## src/rtl/mc_ctrl_pkg.sv

```systemverilog
// Shared encodings for the multicycle controller: state codes, opcodes, ALU-op and mux selects.
// MC_RV32M_EN adds the MDU state used by the M-extension handshake.
package mc_ctrl_pkg;

    localparam logic [3:0] ST_FETCH  = 4'd0;
    localparam logic [3:0] ST_DECODE = 4'd1;
    localparam logic [3:0] ST_EXEC   = 4'd2;
    localparam logic [3:0] ST_MEM    = 4'd3;
    localparam logic [3:0] ST_WB     = 4'd4;
    localparam logic [3:0] ST_TRAP   = 4'd5;
`ifdef MC_RV32M_EN
    localparam logic [3:0] ST_MDU    = 4'd6;

    typedef enum logic [3:0] {
        S_FETCH  = ST_FETCH,
        S_DECODE = ST_DECODE,
        S_EXEC   = ST_EXEC,
        S_MEM    = ST_MEM,
        S_WB     = ST_WB,
        S_TRAP   = ST_TRAP,
        S_MDU    = ST_MDU
    } state_e;
`else
    typedef enum logic [3:0] {
        S_FETCH  = ST_FETCH,
        S_DECODE = ST_DECODE,
        S_EXEC   = ST_EXEC,
        S_MEM    = ST_MEM,
        S_WB     = ST_WB,
        S_TRAP   = ST_TRAP
    } state_e;
`endif

    localparam logic [6:0] OP_R      = 7'b0110011;
    localparam logic [6:0] OP_LOAD   = 7'b0000011;
    localparam logic [6:0] OP_STORE  = 7'b0100011;
    localparam logic [6:0] OP_IMM    = 7'b0010011;
    localparam logic [6:0] OP_BRANCH = 7'b1100011;
    localparam logic [6:0] OP_JAL    = 7'b1101111;
    localparam logic [6:0] OP_JALR   = 7'b1100111;
    localparam logic [6:0] OP_AUIPC  = 7'b0010111;
    localparam logic [6:0] OP_LUI    = 7'b0110111;

    typedef enum logic [1:0] {
        ALUOP_ADD    = 2'd0,
        ALUOP_BRANCH = 2'd1,
        ALUOP_OPIMM  = 2'd2,
        ALUOP_R      = 2'd3
    } aluop_e;

    localparam logic [1:0] SRCA_PC    = 2'd0;
    localparam logic [1:0] SRCA_RS1   = 2'd1;
    localparam logic [1:0] SRCA_ZERO  = 2'd2;
    localparam logic [1:0] SRCB_RS2   = 2'd0;
    localparam logic [1:0] SRCB_IMM   = 2'd1;
    localparam logic [1:0] RES_ALU    = 2'd0;
    localparam logic [1:0] RES_MEM    = 2'd1;
    localparam logic [1:0] RES_PC4    = 2'd2;
    localparam logic [1:0] RES_TARGET = 2'd3;

    function automatic logic op_legal(input logic [6:0] op);
        case (op)
            OP_R, OP_LOAD, OP_STORE, OP_IMM, OP_BRANCH,
            OP_JAL, OP_JALR, OP_AUIPC, OP_LUI: return 1'b1;
            default:                           return 1'b0;
        endcase
    endfunction

    function automatic aluop_e aluop_of(input logic [6:0] op);
        case (op)
            OP_R:      return ALUOP_R;
            OP_IMM:    return ALUOP_OPIMM;
            OP_BRANCH: return ALUOP_BRANCH;
            default:   return ALUOP_ADD;
        endcase
    endfunction

endpackage

```

## src/rtl/mc_aludec.sv

```systemverilog
// Combinational ALU decode: maps the ALU-op class and instruction fields to the ALU operation.
module mc_aludec
    import mc_ctrl_pkg::*;
(
    input  aluop_e     aluop_i,
    input  logic [2:0] funct3_i,
    input  logic       funct7b5_i,
    output logic [2:0] alucontrol_o,
    output logic       alu_sub_o
);

    always_comb begin
        alucontrol_o = 3'b000;
        alu_sub_o    = 1'b0;
        unique case (aluop_i)
            ALUOP_ADD:    ;
            ALUOP_BRANCH: alu_sub_o = 1'b1;
            // Only SRAI carries a meaningful funct7b5 among the immediate ops
            ALUOP_OPIMM: begin
                alucontrol_o = funct3_i;
                alu_sub_o    = (funct3_i == 3'b101) && funct7b5_i;
            end
            ALUOP_R: begin
                alucontrol_o = funct3_i;
                alu_sub_o    = funct7b5_i;
            end
            default: ;
        endcase
    end

endmodule

```

## src/rtl/mc_controller.sv

```systemverilog
// Multicycle RISC-V controller: FSM, memory-wait timeout, sticky traps and retire counter.
// MC_RV32M_EN enables the MDU handshake; funct7b0 is funct7[0], used to spot M-extension encodings.
module mc_controller
    import mc_ctrl_pkg::*;
#(
    parameter int unsigned MEM_TIMEOUT = 255,
    parameter int unsigned RET_W       = 32
) (
    input  logic             clk,
    input  logic             reset,
    input  logic [6:0]       op,
    input  logic [2:0]       funct3,
    input  logic             funct7b5,
    input  logic             funct7b0,
    input  logic             br_taken,
    input  logic             imem_ack,
    input  logic             dmem_ack,
`ifdef MC_RV32M_EN
    input  logic             mdu_done,
    output logic             mdu_start,
`endif
    output logic             imem_req,
    output logic             dmem_req,
    output logic             dmem_we,
    output logic             ir_write,
    output logic             pc_write,
    output logic             regwrite,
    output logic [1:0]       alusrc_a,
    output logic [1:0]       alusrc_b,
    output logic [1:0]       resultsrc,
    output logic [2:0]       alucontrol,
    output logic             alu_sub,
    output logic             illegal,
    output logic             timeout,
    output logic [RET_W-1:0] instret,
    output logic [3:0]       state_o
);

    localparam logic [15:0] CNT_LIMIT = 16'(MEM_TIMEOUT - 1);

    state_e           state_q, state_d;
    logic [15:0]      cnt_q, cnt_d;
    logic             illegal_q, illegal_d;
    logic             timeout_q, timeout_d;
    logic [RET_W-1:0] instret_q;
    logic             retire;
    logic             is_store, is_mem, is_branch, is_mext, legal;

    assign is_store  = (op == OP_STORE);
    assign is_mem    = (op == OP_LOAD) || is_store;
    assign is_branch = (op == OP_BRANCH);
    assign is_mext   = (op == OP_R) && funct7b0 && !funct7b5;
`ifdef MC_RV32M_EN
    assign legal     = op_legal(op);
`else
    assign legal     = op_legal(op) && !is_mext;
`endif

    mc_aludec u_aludec (
        .aluop_i      (aluop_of(op)),
        .funct3_i     (funct3),
        .funct7b5_i   (funct7b5),
        .alucontrol_o (alucontrol),
        .alu_sub_o    (alu_sub)
    );

    // Outputs are gated by reset so nothing requests or writes while reset is held.
    always_comb begin
        state_d   = state_q;
        illegal_d = illegal_q;
        timeout_d = timeout_q;
        retire    = 1'b0;
        imem_req  = 1'b0;
        dmem_req  = 1'b0;
        dmem_we   = 1'b0;
        ir_write  = 1'b0;
        pc_write  = 1'b0;
        regwrite  = 1'b0;
`ifdef MC_RV32M_EN
        mdu_start = 1'b0;
`endif
        if (!reset) begin
            unique case (state_q)
                S_FETCH: begin
                    imem_req = 1'b1;
                    if (imem_ack) begin
                        ir_write = 1'b1;
                        state_d  = S_DECODE;
                    end else if (cnt_q == CNT_LIMIT) begin
                        timeout_d = 1'b1;
                        state_d   = S_TRAP;
                    end
                end
                S_DECODE: begin
                    if (legal) begin
                        state_d = S_EXEC;
                    end else begin
                        illegal_d = 1'b1;
                        state_d   = S_TRAP;
                    end
                end
                S_EXEC: begin
                    if (is_mem) begin
                        state_d = S_MEM;
                    end else if (is_branch) begin
                        pc_write = 1'b1;
                        retire   = 1'b1;
                        state_d  = S_FETCH;
`ifdef MC_RV32M_EN
                    end else if (is_mext) begin
                        mdu_start = 1'b1;
                        state_d   = S_MDU;
`endif
                    end else begin
                        state_d = S_WB;
                    end
                end
                S_MEM: begin
                    dmem_req = 1'b1;
                    dmem_we  = is_store;
                    if (dmem_ack) begin
                        retire  = is_store;
                        state_d = is_store ? S_FETCH : S_WB;
                    end else if (cnt_q == CNT_LIMIT) begin
                        timeout_d = 1'b1;
                        state_d   = S_TRAP;
                    end
                end
                S_WB: begin
                    regwrite = 1'b1;
                    pc_write = 1'b1;
                    retire   = 1'b1;
                    state_d  = S_FETCH;
                end
`ifdef MC_RV32M_EN
                S_MDU: begin
                    if (mdu_done) state_d = S_WB;
                end
`endif
                S_TRAP: ;
                default: state_d = S_TRAP;
            endcase
        end
    end

    // Any state change clears the wait count; only FETCH/MEM can stay put while waiting.
    always_comb begin
        cnt_d = cnt_q;
        if (state_d != state_q) begin
            cnt_d = '0;
        end else if (state_q == S_FETCH || state_q == S_MEM) begin
            cnt_d = cnt_q + 16'd1;
        end
    end

    always_comb begin
        alusrc_a  = SRCA_RS1;
        alusrc_b  = SRCB_IMM;
        resultsrc = RES_ALU;
        case (op)
            OP_R:             alusrc_b = SRCB_RS2;
            OP_BRANCH: begin
                alusrc_b  = SRCB_RS2;
                resultsrc = br_taken ? RES_TARGET : RES_PC4;
            end
            OP_JAL, OP_AUIPC: alusrc_a = SRCA_PC;
            OP_LUI:           alusrc_a = SRCA_ZERO;
            default: ;
        endcase
        if (op == OP_LOAD) begin
            resultsrc = RES_MEM;
        end else if (op == OP_JAL || op == OP_JALR) begin
            resultsrc = RES_PC4;
        end
    end

    always_ff @(posedge clk) begin
        if (reset) begin
            state_q   <= S_FETCH;
            cnt_q     <= '0;
            illegal_q <= 1'b0;
            timeout_q <= 1'b0;
            instret_q <= '0;
        end else begin
            state_q   <= state_d;
            cnt_q     <= cnt_d;
            illegal_q <= illegal_d;
            timeout_q <= timeout_d;
            if (retire) instret_q <= instret_q + RET_W'(1);
        end
    end

    assign illegal = illegal_q;
    assign timeout = timeout_q;
    assign instret = instret_q;
    assign state_o = state_q;

endmodule

```

## config.mk

```make
export PLATFORM = sky130hd
export DESIGN_NAME = mc_controller
export DESIGN_NICKNAME = d
export VERILOG_FILES = /design/src/rtl/mc_ctrl_pkg.sv /design/src/rtl/mc_aludec.sv /design/src/rtl/mc_controller.sv
export SDC_FILE = /design/constraint.sdc
export NUM_CORES = 1
export LEC_CHECK = 0
export CAP_MARGIN = 15
export CORE_MARGIN = 2
export CORE_UTILIZATION = 23
export CTS_CLUSTER_DIAMETER = 60
export DETAILED_ROUTE_END_ITERATION = 8
export GPL_TIMING_DRIVEN = 0
export HOLD_SLACK_MARGIN = 0.05
export SLEW_MARGIN = 20
export SYNTH_ARGS = -nofsm -noshare
export SYNTH_HDL_FRONTEND = slang
export SYNTH_SLANG_ARGS = --single-unit
```

## constraint.sdc

```tcl
create_clock -name clk -period 2.6 [get_ports clk]
set_clock_uncertainty 0.2 [all_clocks]
set_input_delay 0.39 -clock clk [delete_from_list [all_inputs] [get_ports clk]]
set_output_delay 0.39 -clock clk [all_outputs]
set_load 0.02 [all_outputs]
```

==> flow_metrics.env, run 1 <==
export IMPL_port_buffers=69
export IMPL_cp_buffers_inverters=1
export IMPL_clock_latency_ps=290
export IMPL_finalCriticalPeriod_ps=2534
export IMPL_gp_congestion=0.8437
export IMPL_combPwrFrac_pct=10.4
export IMPL_cts_buffers=5
export IMPL_syn_inst=359
export IMPL_core_area_sq_um=12670
export IMPL_cts_path_max_buffers=2
export IMPL_switching_share_pct=23.38
export IMPL_cp_max_fo=7
export IMPL_reg2reg_to="cnt_q[4]"
export IMPL_setup_ws_ps=66.18
export IMPL_hpwl_um=6090
export IMPL_cts_hold_fix_buffers=0
export IMPL_ys_top_cells_by_area="dfxtp_1 36%, nor2_1 8.1%, xnor2_1 7.0%"
export IMPL_tns_ps=0
export IMPL_endpoint="cnt_q[4]"
export IMPL_finalCritPeriodShare_pct=97.45
export IMPL_synth_area_sq_um=2997
export IMPL_routed_wl_um=8304
export IMPL_cts_root_buf="clkbuf_16"
export IMPL_drv_slew=0
export IMPL_cts_htree_levels=2
export IMPL_timing_rr_start="state_o[0]"
export IMPL_slowest_delay_ps=580
export IMPL_initial_core_util_pct=23.65
export IMPL_startpoint="state_o[0]"
export IMPL_rrSetupSlack_ps=70
export IMPL_path_clk_slew_ps=80
export IMPL_ys_ff_latch=54
export IMPL_finalSetupViolations=0
export IMPL_synthTopCellsByCount="65 x nor2_1, 54 x dfxtp_1, 24 x xnor2_1, 23 x nand2_1, 19 x xor2_1"
export IMPL_die_h_um=118.1
export IMPL_fin_cells=615
export IMPL_grt_pass1_vias=2758
export IMPL_slew_headroom_pct=59.05
export IMPL_required_ps=2580
export IMPL_start_kind="flop"
export IMPL_grt_max_degree=17
export IMPL_powerDensity_nw_per_um2=413.4
export IMPL_cts_tree="built"
export IMPL_synth_ff_type="dfxtp_1"
export IMPL_cp_num_cells=7
export IMPL_fmax_ghz=0.3947
export IMPL_fin_nets=463
export IMPL_async_reset_ff_share_pct=0
export IMPL_power_mw=1.783
export IMPL_cp_arrival_ps=2510
export IMPL_antenna_cells=0
export IMPL_rows=41
export IMPL_synth_cell_types=61
export IMPL_final_hold_viol_count=0
export IMPL_drc=0
export IMPL_rr_worst_depth=7
export IMPL_ioPinCount=71
export IMPL_die_x_um=118.1
export IMPL_p_switching_uw=416.7
export IMPL_drtIter0Drc=132
export IMPL_overflow=0
export IMPL_grt_pass1_wl_um=13570
export IMPL_final_layout_size_suffix_gt1_share_pct=13.77
export IMPL_cts_sinks=54
export IMPL_slowest_stage="or4b_4"
export IMPL_seq_area_frac_synth_pct=36.08
export IMPL_drv_cap=0
export IMPL_wl_per_cell_um=13.50
export IMPL_peakVddDrop_mv=0.2451
export IMPL_yosys_warnings=0
export IMPL_power_internal_mw=1.366
export IMPL_pwr_share_clk_pct=42.3
export IMPL_critPathTopFamily="simple AND/OR/NAND/NOR gates"
export IMPL_avgSynthCellArea_sq_um=8.347
export IMPL_tightest_slew_ps=614.3
export IMPL_power_leakage_nw=1.517
export IMPL_post_place_ws_ps=-728.6
export IMPL_first_pass_iters=6
export IMPL_die_area_sq_um=13960
export IMPL_crit_type="flop to flop"
export IMPL_path_cells="or4b_4 > or4_4 > o211ai_1 > a2111oi_4 > o21ai_4 > buf_6 > nor2_1"
export IMPL_antenna_found_initial=0
export IMPL_synth_top_cell_by_area="dfxtp_1"
export IMPL_synthMostInstantiatedCell="nor2_1"
export IMPL_seq_power_share_pct=47.3
export IMPL_track_usage_pct=11.52
export IMPL_vias=2900
export IMPL_end_kind="flop"
export IMPL_synth_edf_count=0
export IMPL_viasPerCell=4.715
export IMPL_status="complete, no violations"
export IMPL_ant_nets=0
export IMPL_area_growth_pct=43.92
export IMPL_yosysTopAreaCellShare_pct=36.08
export IMPL_hold_path_class="flop to flop"
export IMPL_dpl_cell_count=601
==> kinds of logic after synthesis <==
kind of cell               share of synthesized area, %
muxes                                            0.3340
AOI/OAI and AO/OA                                 10.10
other                                            0.1251
buffers and inverters                             3.424
and+or+nand+nor                                   36.12
DFF                                               36.08
adders and majority gates                         1.253
xor gates and xnor gates                          12.57
==> tightest hold or removal path, cell delays in order (launching register included) <==
cell	delay (ps)
dfxtp_1	350
a31oi_1	50
nor2_1	80
==> sequential cells by signal (all words and copies together) (netlist names) <==
name / count
illegal: 1
timeout: 1
instret: 32
state_o: 4
cnt_q: 16
==> repair_timing <==
item	in CTS	in global routing
gates resized for setup	44	24
endpoints found under the setup margin	52	31
pin swaps	4	8
gates cloned	0	1
hold endpoints to repair	0	0
buffers inserted	3	4
==> routing by layer <==
metal  GRT usage [%]  up-vias  wire, um
met4           2.033        0        74
met3           3.234        8       484
met2           18.75       91      3912
met5               0        -         0
met1           15.33     1367      3832
li1                -     1434         -
==> how the worst min path moves through the flow <==
stage               startpoint        to  slack, ps  cells past startpoint
global placement       illegal   illegal        280                      2
CTS                    illegal   illegal        310                      2
finish                 illegal   illegal        310                      2
floorplan             cnt_q[4]  cnt_q[4]        270                      2
detailed placement     illegal   illegal        280                      2
global route           illegal   illegal        350                      2
==> through the flow <==
step	hold slack (ps)	cell area (sq um)	util, %
after floorplan	272.2	3000	-
after CTS	314.4	4184	33.02
after global placement	284.8	3906	30.83
final	310.2	4313	34.04
after global routing	352.1	4313	34.04
after detailed placement	280.9	3906	30.83
==> final cells by class <==
type,count,area [sq um]
fillers,1305,8358
clock inverters,2,38.79
flip-flops and latches,54,1082
well taps,172,215.2
plain buffers,13,71.32
multi-input cells,282,2008
inverters,10,37.54
clock buffers,5,125.1
repair buffers,77,734.5
==> power by group through the flow <==
stage	clock, mW	combinational [mW]	sequential [mW]
after detailed placement	0	0.166	0.861
after CTS	0.770	0.178	0.842
after global placement	0	0.164	0.860
final	0.754	0.186	0.842
after floorplan	0	0.0851	0.865
after global routing	0.799	0.203	0.843
==> cell usage in the layout, fill, tap and decap left out, types with 3 or more instances in the layout <==
master	count
a21o_1	3
a21oi_1	7
and2_1	6
and3_1	8
and4_1	4
buf_4	9
clkbuf_1	4
clkbuf_16	5
clkbuf_2	7
clkdlybuf4s50_1	47
dfxtp_1	53
dlygate4sd2_1	18
dlymetal6s2s_1	3
ha_1	3
inv_1	10
nand2_1	23
nand2b_1	4
nand3_1	15
nand4_1	13
nor2_1	61
nor2_4	3
nor2b_1	6
nor3_1	9
nor4_1	6
nor4_2	4
nor4b_1	3
o21ai_0	4
or3_1	4
xnor2_1	24
xor2_1	19
(Power assumes the default switching activity.)
==> inputs of run 2 (changes only) <==
DONT_BUFFER_PORTS = 1   (was unset)
==> flow_metrics.env, run 2 (same netlist as run 1, synthesis figures left out) <==
export IMPL_switching_share_pct=23.25
export IMPL_area_growth_pct=17.95
export IMPL_drtIter0Drc=113
export IMPL_design_area_sq_um=3535
export IMPL_cts_root_buf="clkbuf_16"
export IMPL_die_area_sq_um=13960
export IMPL_cts_sinks=54
export IMPL_grt_pass1_wl_um=12500
export IMPL_antenna_found_initial=0
export IMPL_tightest_slew_ps=911.3
export IMPL_drv_slew=0
export IMPL_overflow=0
export IMPL_antenna_cells=0
export IMPL_initial_core_util_pct=23.65
export IMPL_path_cells="or4b_4 > or4_4 > o211ai_1 > a2111oi_2 > o21ai_4 > buf_6 > nor2_1"
export IMPL_p_switching_uw=404.9
export IMPL_ant_nets=0
export IMPL_core_area_sq_um=12670
export IMPL_cp_buffers_inverters=1
export IMPL_hold_end="state_o[2]"
export IMPL_rows=41
export IMPL_seq_power_share_pct=48.8
export IMPL_setup_ws_ps=96.94
export IMPL_slowest_stage="or4b_4"
export IMPL_clock_latency_ps=290
export IMPL_timing_rr_start="state_o[0]"
export IMPL_combPwrFrac_pct=6.6
export IMPL_grt_pass1_vias=2350
export IMPL_cp_max_fo=10
export IMPL_cts_tree="built"
export IMPL_hold_path_class="input port to flop"
export IMPL_first_pass_iters=4
export IMPL_gp_congestion=0.7987
export IMPL_routed_wl_um=7874
export IMPL_rr_worst_depth=7
export IMPL_finalCritPeriodShare_pct=96.27
export IMPL_vias=2604
export IMPL_final_common_cell="nor2_1"
export IMPL_path_clk_slew_ps=70
export IMPL_status="complete, no violations"
export IMPL_power_mw=1.742
export IMPL_pwr_share_clk_pct=44.6
export IMPL_mostFrequentLayoutCells="62 x nor2_1, 42 x dfxtp_1, 24 x xnor2_1, 23 x nand2_1, 19 x xor2_1"
export IMPL_grt_max_degree=19
export IMPL_drv_cap=0
export IMPL_die_x_um=118.1
export IMPL_post_dp_cell_area_sq_um=3216
export IMPL_rrSetupSlack_ps=100
export IMPL_worstHoldPathCells=2
export IMPL_grt_setup_unrepaired="no"
export IMPL_critPathTopFamily="simple AND/OR/NAND/NOR gates"
export IMPL_power_internal_mw=1.337
export IMPL_cts_path_max_buffers=2
export IMPL_hpwl_um=5945
export IMPL_wl_per_cell_um=14.50
export IMPL_final_layout_size_suffix_gt1_share_pct=16.71
export IMPL_track_usage_pct=10.92
export IMPL_fmax_ghz=0.3995
export IMPL_port_buffers=0
export IMPL_final_hold_viol_count=0
export IMPL_largest_register_ff_count=32
export IMPL_powerDensity_nw_per_um2=492.8
export IMPL_die_h_um=118.1
export IMPL_finalCriticalPeriod_ps=2503
export IMPL_required_ps=2580
export IMPL_crit_type="flop to flop"
export IMPL_peakVddDrop_mv=0.3105
export IMPL_drc=0
export IMPL_post_place_ws_ps=-278.5
export IMPL_reg2reg_to="cnt_q[6]"
export IMPL_tns_ps=0
export IMPL_startpoint="state_o[0]"
export IMPL_fin_nets=390
export IMPL_cts_htree_levels=2
export IMPL_cp_arrival_ps=2490
export IMPL_end_kind="flop"
export IMPL_viasPerCell=4.796
export IMPL_power_leakage_nw=1.129
export IMPL_finalSetupViolations=0
export IMPL_start_kind="flop"
export IMPL_cts_buffers=5
export IMPL_worstHoldStart="imem_ack"
export IMPL_post_route_util_pct=27.90
export IMPL_slowest_delay_ps=600
export IMPL_ioPinCount=71
export IMPL_slew_headroom_pct=38.69
[run 2: cell types whose count changed in the layout (fill, tap and decap cells not counted), moves of 2 or more]
cell             change
dlymetal6s2s_1       -3
clkdlybuf4s50_1     -47
dlygate4sd2_1       -18
buf_4                -3
clkbuf_2             -2
nor2_4               -2
nand4bb_1            +2
dfxtp_1             -11
dfxtp_2             +11
[run 2: layout make-up]
cell class	count	area (sq um)
multi-input combinational	282	1912
clock inverter	3	48.80
timing repair buffer	4	30.03
fill	1381	9136
tap	172	215.2
inverter	10	37.54
buffer	13	70.07
sequential	54	1096
clock buffer	5	125.1
[run 2: how the worst max path moves through the flow]
stage,to,depth (start not counted)
after CTS,cnt_q[6],7
after detailed placement,instret[8],8
after global routing,cnt_q[6],7
final,cnt_q[6],7
after global placement,instret[22],8
after floorplan,cnt_q[5],7
[run 2: stage by stage]
| step | std cells | hold WS (ps) |
|---|---|---|
| floorplan | 360 | 272.2 |
| global placement | 532 | 290.0 |
| detailed placement | 532 | 310.3 |
| CTS | 539 | 82.24 |
| global route | 543 | 83.77 |
| finish | 543 | 79.64 |
[run 2: worst register-to-register path, stage by stage (launching register included)]
cell	delay [ps]
dfxtp_2	390
or4b_4	600
or4_4	450
o211ai_1	140
a2111oi_2	130
o21ai_4	260
buf_6	180
nor2_1	60
[run 2: what timing repair did]
| item | CTS | global route |
|---|---|---|
| setup buffers | 0 | 4 |
| gates resized for setup | 15 | 24 |
| pin swaps | 2 | 3 |
| hold buffers | 0 | 0 |
| cloned | 0 | 0 |
| setup endpoints to repair | 39 | 40 |
[run 2: power by group through the flow]
stage	Combinational, mW	Clock (mW)	Sequential (mW)
final	0.114	0.777	0.850
after global routing	0.125	0.826	0.851
after CTS	0.110	0.799	0.849
after detailed placement	0.105	0	0.869
after global placement	0.103	0	0.869
after floorplan	0.0851	0	0.865
[run 2: layer usage]
layer / up-vias / routed length, um / track usage (%) / part of all wire [%]
met1: 1225 / 3579 / 14.59 / 45
met2: 83 / 3578 / 16.98 / 45
met3: 2 / 708 / 4.199 / 9.0
met4: 0 / 7 / 1.657 / 0.089
met5: - / 0 / 0 / 0
li1: 1294 / - / - / -
==> inputs of run 3 (changes only) <==
CTS_BUF_LIST = sky130_fd_sc_hd__clkbuf_2 sky130_fd_sc_hd__clkbuf_4 sky130_fd_sc_hd__clkbuf_8   (was unset)
GPL_TIMING_DRIVEN = 1   (was 0)
==> flow_metrics.env, run 3 (same netlist as run 1, synthesis figures left out) <==
export IMPL_first_pass_iters=4
export IMPL_die_h_um=118.1
export IMPL_drv_slew=0
export IMPL_antenna_cells=0
export IMPL_die_x_um=118.1
export IMPL_cp_max_fo=16
export IMPL_grt_setup_unrepaired="no"
export IMPL_overflow=0
export IMPL_antenna_found_initial=0
export IMPL_track_usage_pct=11.12
export IMPL_post_dp_cell_area_sq_um=3406
export IMPL_design_area_sq_um=3557
export IMPL_hold_ws_ps=131.7
export IMPL_post_route_util_pct=28.07
export IMPL_cts_root_buf="clkbuf_8"
export IMPL_routed_wl_um=7797
export IMPL_ioPinCount=71
export IMPL_cts_tree="built"
export IMPL_drc=0
export IMPL_mostFrequentLayoutCells="65 x nor2_1, 54 x dfxtp_1, 34 x buf_4, 24 x xnor2_1, 23 x nand2_1"
export IMPL_cts_path_max_buffers=2
export IMPL_cts_buffers=5
export IMPL_vias=2685
export IMPL_hpwl_um=5905
export IMPL_slew_headroom_pct=54.33
export IMPL_status="complete, no violations"
export IMPL_gp_congestion=0.8318
export IMPL_grt_max_degree=37
export IMPL_powerDensity_nw_per_um2=413.7
export IMPL_viasPerCell=4.769
export IMPL_cts_sinks=54
export IMPL_ant_nets=0
export IMPL_fmax_ghz=0.4113
export IMPL_initial_core_util_pct=23.65
export IMPL_final_layout_size_suffix_gt1_share_pct=16.11
export IMPL_clock_latency_ps=310
export IMPL_finalCriticalPeriod_ps=2431
export IMPL_reg2reg_to="cnt_q[1]"
export IMPL_peakVddDrop_mv=0.2332
export IMPL_wl_per_cell_um=13.85
export IMPL_largest_register_ff_count=32
export IMPL_hold_path_class="input port to flop"
export IMPL_rr_worst_depth=7
export IMPL_power_leakage_nw=1.194
export IMPL_port_buffers=0
export IMPL_rows=41
export IMPL_area_growth_pct=18.71
export IMPL_start_kind="flop"
export IMPL_die_area_sq_um=13960
export IMPL_required_ps=2630
export IMPL_finalSetupViolations=0
export IMPL_crit_type="flop to flop"
export IMPL_drtIter0Drc=137
export IMPL_worstHoldPathCells=2
export IMPL_tns_ps=0
export IMPL_final_hold_viol_count=0
export IMPL_power_mw=1.471
export IMPL_timing_rr_start="state_o[0]"
export IMPL_drv_cap=0
export IMPL_core_area_sq_um=12670
export IMPL_finalCritPeriodShare_pct=93.51
export IMPL_cts_htree_levels=2
export IMPL_path_clk_slew_ps=100
export IMPL_grt_pass1_wl_um=12860
export IMPL_end_kind="flop"
export IMPL_tightest_slew_ps=681.3
export IMPL_cp_arrival_ps=2460
export IMPL_grt_pass1_vias=2580
export IMPL_worstHoldStart="reset"
export IMPL_hold_end="state_o[1]"
export IMPL_final_common_cell="nor2_1"
export IMPL_rrSetupSlack_ps=170
export IMPL_fin_nets=410
## run 3: through the flow
step	std cells	setup slack [ps]
after floorplan	360	237.3
after global placement	552	176.7
after detailed placement	552	88.77
after CTS	562	125.0
after global routing	563	57.53
final	563	168.8
## run 3: cell type report
cell class              count  area [sq um]
multi-input cells         282          1823
fillers                  1391          9114
clock inverters             1         5.005
flip-flops and latches     54          1081
well taps                 172         215.2
inverters                  10         37.54
repair buffers             37         305.3
clock buffers               7         90.09
## run 3: power by group
group	internal (mW)	total, mW	leakage (nW)	switching, mW
Clock	0.226	0.501	0.0517	0.275
Combinational	0.0534	0.132	0.707	0.0782
Sequential	0.833	0.839	0.436	0.00599
Total	1.11	1.47	1.19	0.359
## run 3: how the worst max path moves through the flow
stage / from / end / slack [ps]
2_1_floorplan: state_o[1] / cnt_q[5] / 240
3_3_place_gp: op[3] / cnt_q[1] / 180
3_5_place_dp: op[3] / cnt_q[5] / 90
4_1_cts: cnt_q[1] / cnt_q[5] / 130
5_1_grt: state_o[2] / cnt_q[1] / 60
6_report: state_o[0] / cnt_q[1] / 170
## run 3: repair_timing
item | CTS | global route
hold buffers | 2 | 0
setup endpoints to repair | 0 | 17
resized for setup | 0 | 1
buffers inserted | 0 | 1
endpoints found under the hold margin | 36 | 0
## run 3: worst max-delay path, stage by stage, from the launching register on
cell and delay, ps:
dfxtp_1 320, or4b_4 560, or4_1 470, a21boi_1 180
a21oi_2 180, o21ai_4 80, buf_12 160, a211oi_1 200
## run 3: layer usage
layer / GRT usage, % / vias up / routed length (um)
li1: - / 1323 / -
met1: 13.77 / 1279 / 3569
met2: 19.08 / 77 / 3613
met3: 3.764 / 6 / 569
met4: 1.581 / 0 / 44
met5: 0 / - / 0
